**config.mk**
```make
export PLATFORM = sky130hd
export DESIGN_NAME = mem_port_arbiter
export DESIGN_NICKNAME = d
export VERILOG_FILES = /design/src/rtl/mem_port_arbiter_pkg.sv /design/src/rtl/MUX2X32D.sv /design/src/rtl/mem_port_arbiter.sv
export SDC_FILE = /design/constraint.sdc
export NUM_CORES = 1
export LEC_CHECK = 0
export ABC_CLOCK_PERIOD_IN_PS = 1900
export BUFFER_PORTS_ARGS = -buffer_cell sky130_fd_sc_hd__buf_2
export CORE_AREA = 2 2 82 84
export DETAILED_ROUTE_END_ITERATION = 16
export DIE_AREA = 0 0 84 86
export PLACE_DENSITY = 0.69
export SKIP_LAST_GASP = 1
export SYNTH_ARGS = -nofsm -noshare
export SYNTH_HDL_FRONTEND = slang
export SYNTH_SLANG_ARGS = --single-unit
```
**constraint.sdc**
```tcl
create_clock -name clk -period 1.9 [get_ports clk]
set_input_delay 0.57 -clock clk [delete_from_list [all_inputs] [get_ports clk]]
set_output_delay 0.57 -clock clk [all_outputs]
set_load 0.02 [all_outputs]
```
**src/rtl/mem_port_arbiter_pkg.sv**
```systemverilog
// rtl/mem_port_arbiter_pkg.sv - shared state encoding, counter width and helpers for mem_port_arbiter
// Purpose: types and constants used by the memory port arbiter.
package mem_port_arbiter_pkg;

  localparam int CNT_W = 4;

  typedef enum logic [1:0] {
    IDLE = 2'b00,
    GNT0 = 2'b01,
    GNT1 = 2'b10
  } state_t;

  // Saturating increment: never wraps past max.
  function automatic logic [CNT_W-1:0] sat_inc(input logic [CNT_W-1:0] v,
                                               input logic [CNT_W-1:0] max);
    return (v >= max) ? max : v + {{(CNT_W-1){1'b0}}, 1'b1};
  endfunction

endpackage

```
**src/rtl/MUX2X32D.sv**
```systemverilog
// rtl/MUX2X32D.sv - 2:1 multiplexer, 32 bits wide
// Ports:
//   D0, D1 : data inputs (32)
//   S      : select, 0 picks D0
//   Y      : output (32)
module MUX2X32D (
  input  logic [31:0] D0,
  input  logic [31:0] D1,
  input  logic        S,
  output logic [31:0] Y
);

  assign Y = S ? D1 : D0;

endmodule

```
**src/rtl/mem_port_arbiter.sv**
```systemverilog
// rtl/mem_port_arbiter.sv - round-robin arbiter sharing one memory port between fetch and load/store
// Ports:
//   clk, clrn              : clock (rising edge), asynchronous active-low reset
//   req0/1, lock0/1        : request, keep-grant-after-transfer
//   addr0/1, wdata0/1, we0/1 : per-requester transfer fields
//   mem_valid/addr/wdata/we : muxed transaction to memory
//   mem_ready              : memory completes the transfer this cycle
//   ack0/1, err0/1         : one-cycle completion / timeout pulses
//   sel                    : current mux select (0 = requester 0)
module mem_port_arbiter
  import mem_port_arbiter_pkg::*;
#(
  parameter int WIDTH    = 32,
  parameter int MAX_HOLD = 4,
  parameter int TIMEOUT  = 16
) (
  input  logic             clk,
  input  logic             clrn,
  input  logic             req0,
  input  logic             req1,
  input  logic             lock0,
  input  logic             lock1,
  input  logic [WIDTH-1:0] addr0,
  input  logic [WIDTH-1:0] addr1,
  input  logic [WIDTH-1:0] wdata0,
  input  logic [WIDTH-1:0] wdata1,
  input  logic             we0,
  input  logic             we1,
  output logic             mem_valid,
  output logic [WIDTH-1:0] mem_addr,
  output logic [WIDTH-1:0] mem_wdata,
  output logic             mem_we,
  input  logic             mem_ready,
  output logic             ack0,
  output logic             ack1,
  output logic             err0,
  output logic             err1,
  output logic             sel
);

  localparam logic [CNT_W-1:0] HOLD_MAX = CNT_W'(MAX_HOLD - 1);
  // With the timeout disabled wait_cnt simply saturates at the counter maximum.
  localparam logic [CNT_W-1:0] WAIT_MAX = CNT_W'((TIMEOUT == 0) ? (2**CNT_W - 1) : (TIMEOUT - 1));
  localparam bit               TMO_EN   = (TIMEOUT != 0);

  state_t           state;
  logic             last;
  logic             relock;     // previous cycle completed a locked transfer
  logic [CNT_W-1:0] hold_cnt;
  logic [CNT_W-1:0] wait_cnt;

  logic g_req, g_lock, o_req, pick;
  logic release_g, done, tmo;

  assign mem_valid = (state != IDLE);

  assign g_req  = sel ? req1  : req0;
  assign g_lock = sel ? lock1 : lock0;
  assign o_req  = sel ? req0  : req1;

  // On a tie the requester that did not finish last wins.
  assign pick = (req0 & req1) ? ~last : req1;

  // After a locked completion the holder must re-request at once; if it does
  // not, the grant is dropped instead of being treated as a live transfer.
  assign release_g = mem_valid & relock & ~g_req;
  assign done      = mem_valid & mem_ready & ~release_g;
  assign tmo       = TMO_EN & mem_valid & ~mem_ready & ~release_g & (wait_cnt == WAIT_MAX);

  assign ack0 = done & ~sel;
  assign ack1 = done &  sel;
  assign err0 = tmo  & ~sel;
  assign err1 = tmo  &  sel;

  assign mem_we = mem_valid & (sel ? we1 : we0);

  MUX2X32D u_addr_mux (
    .D0 (addr0),
    .D1 (addr1),
    .S  (sel),
    .Y  (mem_addr)
  );

  MUX2X32D u_wdata_mux (
    .D0 (wdata0),
    .D1 (wdata1),
    .S  (sel),
    .Y  (mem_wdata)
  );

  always_ff @(posedge clk or negedge clrn) begin
    if (!clrn) begin
      state    <= IDLE;
      sel      <= 1'b0;
      last     <= 1'b1;
      relock   <= 1'b0;
      hold_cnt <= '0;
      wait_cnt <= '0;
    end else begin
      case (state)
        IDLE: begin
          hold_cnt <= '0;
          wait_cnt <= '0;
          relock   <= 1'b0;
          if (req0 | req1) begin
            state <= pick ? GNT1 : GNT0;
            sel   <= pick;
          end
        end
        GNT0, GNT1: begin
          if (release_g) begin
            state    <= IDLE;
            hold_cnt <= '0;
            wait_cnt <= '0;
            relock   <= 1'b0;
          end else if (mem_ready) begin
            last     <= sel;
            wait_cnt <= '0;
            if (g_lock && (!o_req || hold_cnt < HOLD_MAX)) begin
              hold_cnt <= sat_inc(hold_cnt, HOLD_MAX);
              relock   <= 1'b1;
            end else begin
              state    <= IDLE;
              hold_cnt <= '0;
              relock   <= 1'b0;
            end
          end else if (tmo) begin
            last     <= sel;
            state    <= IDLE;
            hold_cnt <= '0;
            wait_cnt <= '0;
            relock   <= 1'b0;
          end else begin
            wait_cnt <= sat_inc(wait_cnt, WAIT_MAX);
            relock   <= 1'b0;
          end
        end
        default: state <= IDLE;
      endcase
    end
  end

endmodule

```
# Yosys cells after proc, flatten, opt, wreduce, memory -nomap -nowiden
# Index checks and enable logic that the tools add are counted.
[totals] wordCells=79 output_inout_bits=71 in_bits=137 regBits=13
[op_classes] n_eq_ne=6 magnitude_cmp=3 mux=31 n_reduce_logical=12 n_bitwise=19 n_addsub=2
[ops] op="32-bit 2-to-1 mux" count=2
[ops] op="4-bit 2-to-1 mux" count=9
[ops] op="4-bit case mux with 2 select lines" count=2
[ops] op="1-bit bitwise AND" count=13
[ops] op="2-bit 2-to-1 mux" count=6
[ops] op="1-bit 2-to-1 mux" count=10
[ops] op="4-bit by 1-bit adder with 4-bit output, second input constant" count=2
[ops] op="4-bit != test, second input constant" count=2
[ops] op="3-bit AND reduction" count=2
[ops] op="2-bit nonzero test" count=3
[ops] op="1-bit NOT" count=5
[ops] op="4-bit == test, second input constant" count=1
[ops] op="4-bit by 2-bit >= comparator with 1-bit output, second input constant" count=1
[ops] op="4-bit >= comparator, second input constant" count=1
[ops] op="4-bit by 2-bit < comparator with 1-bit output, second input constant" count=1
[ops] op="2-bit case mux with 2 select lines" count=1
[ops] op="2-bit AND reduction" count=2
[ops] op="2-bit by 1-bit == test with 1-bit output, second input constant" count=1
[ops] op="2-bit == test, second input constant" count=1
[ops] op="2-bit logical NOT" count=1
[ops] op="2-bit != test, second input constant" count=1
[ops] op="1-bit case mux with 2 select lines" count=1
[ops] op="2-bit OR reduction" count=1
[ops] op="1-bit logical AND" count=1
[ops] op="3 further kinds" count=3

# Logic depth before layout (Yosys ltp)
[depth] ltp_word=10 depth_mapped=7 depth_no_buf=6

# Cells and area by module
# A second synthesis with hierarchy kept.
[unflattened] cells_unflattened=163 hier_area_um2=1935.6
[by_module_without_submodules] mod="MUX2X32D" cells_per_inst=36 area_each_um2=544.3 n_inst=2 seq_area_each_um2=0.0
[by_module_without_submodules] mod="mem_port_arbiter" cells_per_inst=91 area_each_um2=847.1 n_inst=1 seq_area_each_um2=326.6

# Worst setup path after synthesis
# Ideal clock, no wire load.
[synth_path] kind="register to output" from="reg sel" to="out err1" path_stages_with_launch=6 arrival_ns=1.699 t_required_ns=1.330 path_buffers=3 path_slack_ns=-0.369 cell_sequence="dfrtp_1 -> buf_4 -> buf_2 -> buf_2 -> o211ai_1 -> nor3_1"
[synth_between] elab_chain_len=7
[synth_rtl] element="from (decl)" line="mem_port_arbiter.sv:38" rtl="output logic sel"
[synth_rtl] element="from (signal assigned)" line="mem_port_arbiter.sv:107" rtl="sel <= pick;"
[synth_rtl] element="1-bit 2-to-1 mux" line="mem_port_arbiter.sv:57" rtl="assign g_req = sel ? req1 : req0;"
[synth_rtl] element="1-bit NOT" line="mem_port_arbiter.sv:66" rtl="assign release_g = mem_valid & relock & ~g_req;"
[synth_rtl] element="1-bit bitwise AND" line="mem_port_arbiter.sv:66"
[synth_rtl] element="1-bit NOT (no source line)"
[synth_rtl] element="1-bit bitwise AND (2 in a row)" line="mem_port_arbiter.sv:68" rtl="assign tmo = TMO_EN & mem_valid & ~mem_ready & ~release_g & (wait_cnt == WAIT_MAX);"
[synth_rtl] element="1-bit bitwise AND *" line="mem_port_arbiter.sv:73" rtl="assign err1 = tmo & sel;"
[synth_rtl] element="to (decl)" line="mem_port_arbiter.sv:37" rtl="output logic err1,"
# Every way passes the cells marked *; elsewhere a longest branch is shown, timed or not.

# Worst setup path after layout
[layout_path] from="reg sel" to="out err0"
[layout_between] elab_chain_len=7 elab_cells_between_ends=8 cone_classes="1 x mux; 7 x bitwise"
[layout_rtl] element="1-bit 2-to-1 mux" line="mem_port_arbiter.sv:57"
[layout_rtl] element="1-bit NOT" line="mem_port_arbiter.sv:66"
[layout_rtl] element="1-bit bitwise AND" line="mem_port_arbiter.sv:66"
[layout_rtl] element="1-bit NOT (no source line)"
[layout_rtl] element="1-bit bitwise AND (2 in a row)" line="mem_port_arbiter.sv:68"
[layout_rtl] element="1-bit bitwise AND *" line="mem_port_arbiter.sv:72" rtl="assign err0 = tmo & ~sel;"
[layout_rtl] element="to (decl)" line="mem_port_arbiter.sv:36" rtl="output logic err0,"
# Marked as above.

==> impl_metrics.ini <==
[run_status]
status = complete, but fails checks
violations = setup timing

[global_routing]
grt_usage_pct = 15.0
grt_antenna_before_repair = 0
grt_pass1_vias = 1989
grt_max_degree = 40
grt_pass1_wl_mm = 9.08
grt-ovfl-total = 0

[final_layout]
final_cell_mix = buf_2, mux2_2, nand2_1, dfrtp_1, inv_1
drive_gt1_share_pct = 79.7
antenna_cells = 0
fin_cells = 446
final_core_util_pct = 45.1
syn2layout_area_growth_pct = 79.9
layout.nets = 511
final_common_cell = buf_2

[power_and_ir_drop]
peakVddDrop_mv = 0.676
power.density_nw_per_um2 = 1240
p_leak_nw = 1.54

[clock_network]
clk_path_buf_depth = 2
htree_num_levels = 1
cts_tree = built
clkTransAtPathRegs_ns = 0.06
numCtsBuffers = 3
cts_num_sinks = 13
cts_root_buf = clkbuf_8
clock_latency_ns = 0.24

[routing]
routed-via-count = 2048
viasPerCell = 4.59
wl_per_cell_um = 13.5
first_pass_iters = 4
dr.first_iter.drc_count = 31
drc_errors = 0
antenna_left = 0
drt_wl_total_mm = 6.01

[die]
dieArea_um2 = 7220
die_w_um = 84
rows = 29
top_level_ports = 208
core_um2 = 6280
chipHeight_um = 86
start_util_pct = 25.1

[placed_design]
dp.cells = 442
port_buffers = 207
dp.final_hpwl_mm = 5.22
place_congestion = 0.907

[sta]
fin_hold_ws_ns = 0.203
finalCritPeriodShare_pct = 105
fin_ws_ns = -0.103
hold_violations = 0
max_slew_margin_pct = 80.5
setup_violations = 67
tightest_slew_ns = 0.287
period_minus_slack_ns = 2.00
finalClockSkew_ns = 0.00379
fmax_ghz = 0.499
rsz0062_at_grt = yes
slew_violations = 0

[setup_path]
crit_start = sel
cp.arrival_ns = 1.43
path_max_fanout = 34
end_kind = primary output
critical_path_class = reg2out
start_kind = register
reg2reg_from = state[0]
critPathRequiredTime_ns = 1.33
rr_worst_depth = 6

[run]
drv_cap = 0

[synth]
syn_area_um2 = 1570
yosysSeqAreaShare_pct = 20.7
synth.avg_cell_area_um2 = 9.84
syn-num-nets = 301
yosysWarningCount = 0
yosys.cell_types.count = 34
syn-instance-count = 160
ys_ff_latch = 13

[worst_hold_path]
hold_path.class = in2async
[area by class of cell]
| type | count | area [um^2] |
|---|---|---|
| repair buffers | 214 | 1120 |
| fillers | 611 | 3450 |
| well taps | 77 | 96.3 |
| clock buffers | 4 | 45.0 |
| inverters | 9 | 33.8 |
| flip-flops and latches | 13 | 328 |
| multi-input cells | 129 | 1210 |
[critical path, cell delays in order (launching register included)]
cell and delay (ns):
dfrtp_2 0.43, buf_12 0.19, a211oi_4 0.22, nor3b_2 0.18
buf_4 0.16
[stage by stage]
stage	TNS (ns)	worst slack, ns	area, um^2	power, W
after floorplan	0	0.000614	1600	0.00237
after global placement	0	0.0643	2750	0.00315
after detailed placement	0	0.0248	2750	0.00319
after CTS	-4.84	-0.115	2820	0.00350
after global routing	-7.69	-0.172	2830	0.00374
final	-4.42	-0.103	2830	0.00350
[Yosys cell counts]
library cell   n  area [um^2]
mux2_2        66          743
nand2_1       14         52.6
dfrtp_1       12          300
inv_1          9         33.8
o21ai_0        6         30.0
clkbuf_1       5         18.8
ha_1           4         50.1
nand3_1        4         20.0
o211ai_1       4         30.0
and2_1         3         18.8
buf_2          3         15.0
nor2_1         3         11.3
a21oi_1        2         10.0
mux2i_1        2         20.0
nor3_1         2         10.0
o211a_1        2         20.0
o221ai_1       2         17.5
a2111oi_4      1         27.5
a211oi_1       1         7.51
a21o_1         1         7.51
a21oi_2        1         8.76
and4_1         1         8.76
and4b_1        1         10.0
buf_4          1         7.51
dfstp_2        1         26.3
mux2i_2        1         13.8
nand2b_1       1         6.26
nand3b_1       1         7.51
nor2b_1        1         6.26
nor3b_1        1         7.51
nor4_1         1         6.26
o21a_1         1         7.51
o31ai_1        1         7.51
or2_1          1         6.26
[final timing paths]
check	slack [ns]	endpoint
setup / recovery	-0.10	err0
hold / removal	0.20	wait_cnt[1]
setup reg to reg	0.18	hold_cnt[0]
hold reg to reg	0.51	wait_cnt[1]
max in group asynchronous	1.41	last
min in group clk	0.51	wait_cnt[1]
[routing by layer]
metal	GRT usage [%]	wire, um	up-vias
met5	0	0	-
met4	1.91	19	0
met3	2.21	414	2
met2	29.5	3290	109
met1	17.7	2290	930
li1	-	-	1007
[state kept, by name, summed over array words and instances (netlist names)]
name	count
sel	1
last	1
wait_cnt	4
hold_cnt	4
relock	1
state	2
[cell families after synthesis]
family | count (synthesis) | share of synthesized area (%)
compound gates | 22 | 11.1
fa+ha+maj | 4 | 3.18
buf+inv | 18 | 4.77
flops | 13 | 20.7
mux | 69 | 49.4
simple gates | 34 | 10.9
[power by group]
group	internal (W)	switching, W
logic	0.00129	0.00153
registers	0.000360	0.0000629
clock network	0.000148	0.000103
[repair_timing]
action                     in CTS  in global routing
resized for setup               5                  2
hold endpoints to repair        0                  0
buffers inserted                0                  0
hold buffers                    0                  0
pin swaps                       0                  0
setup endpoints to repair      68                 69
(Power assumes the default switching activity.)
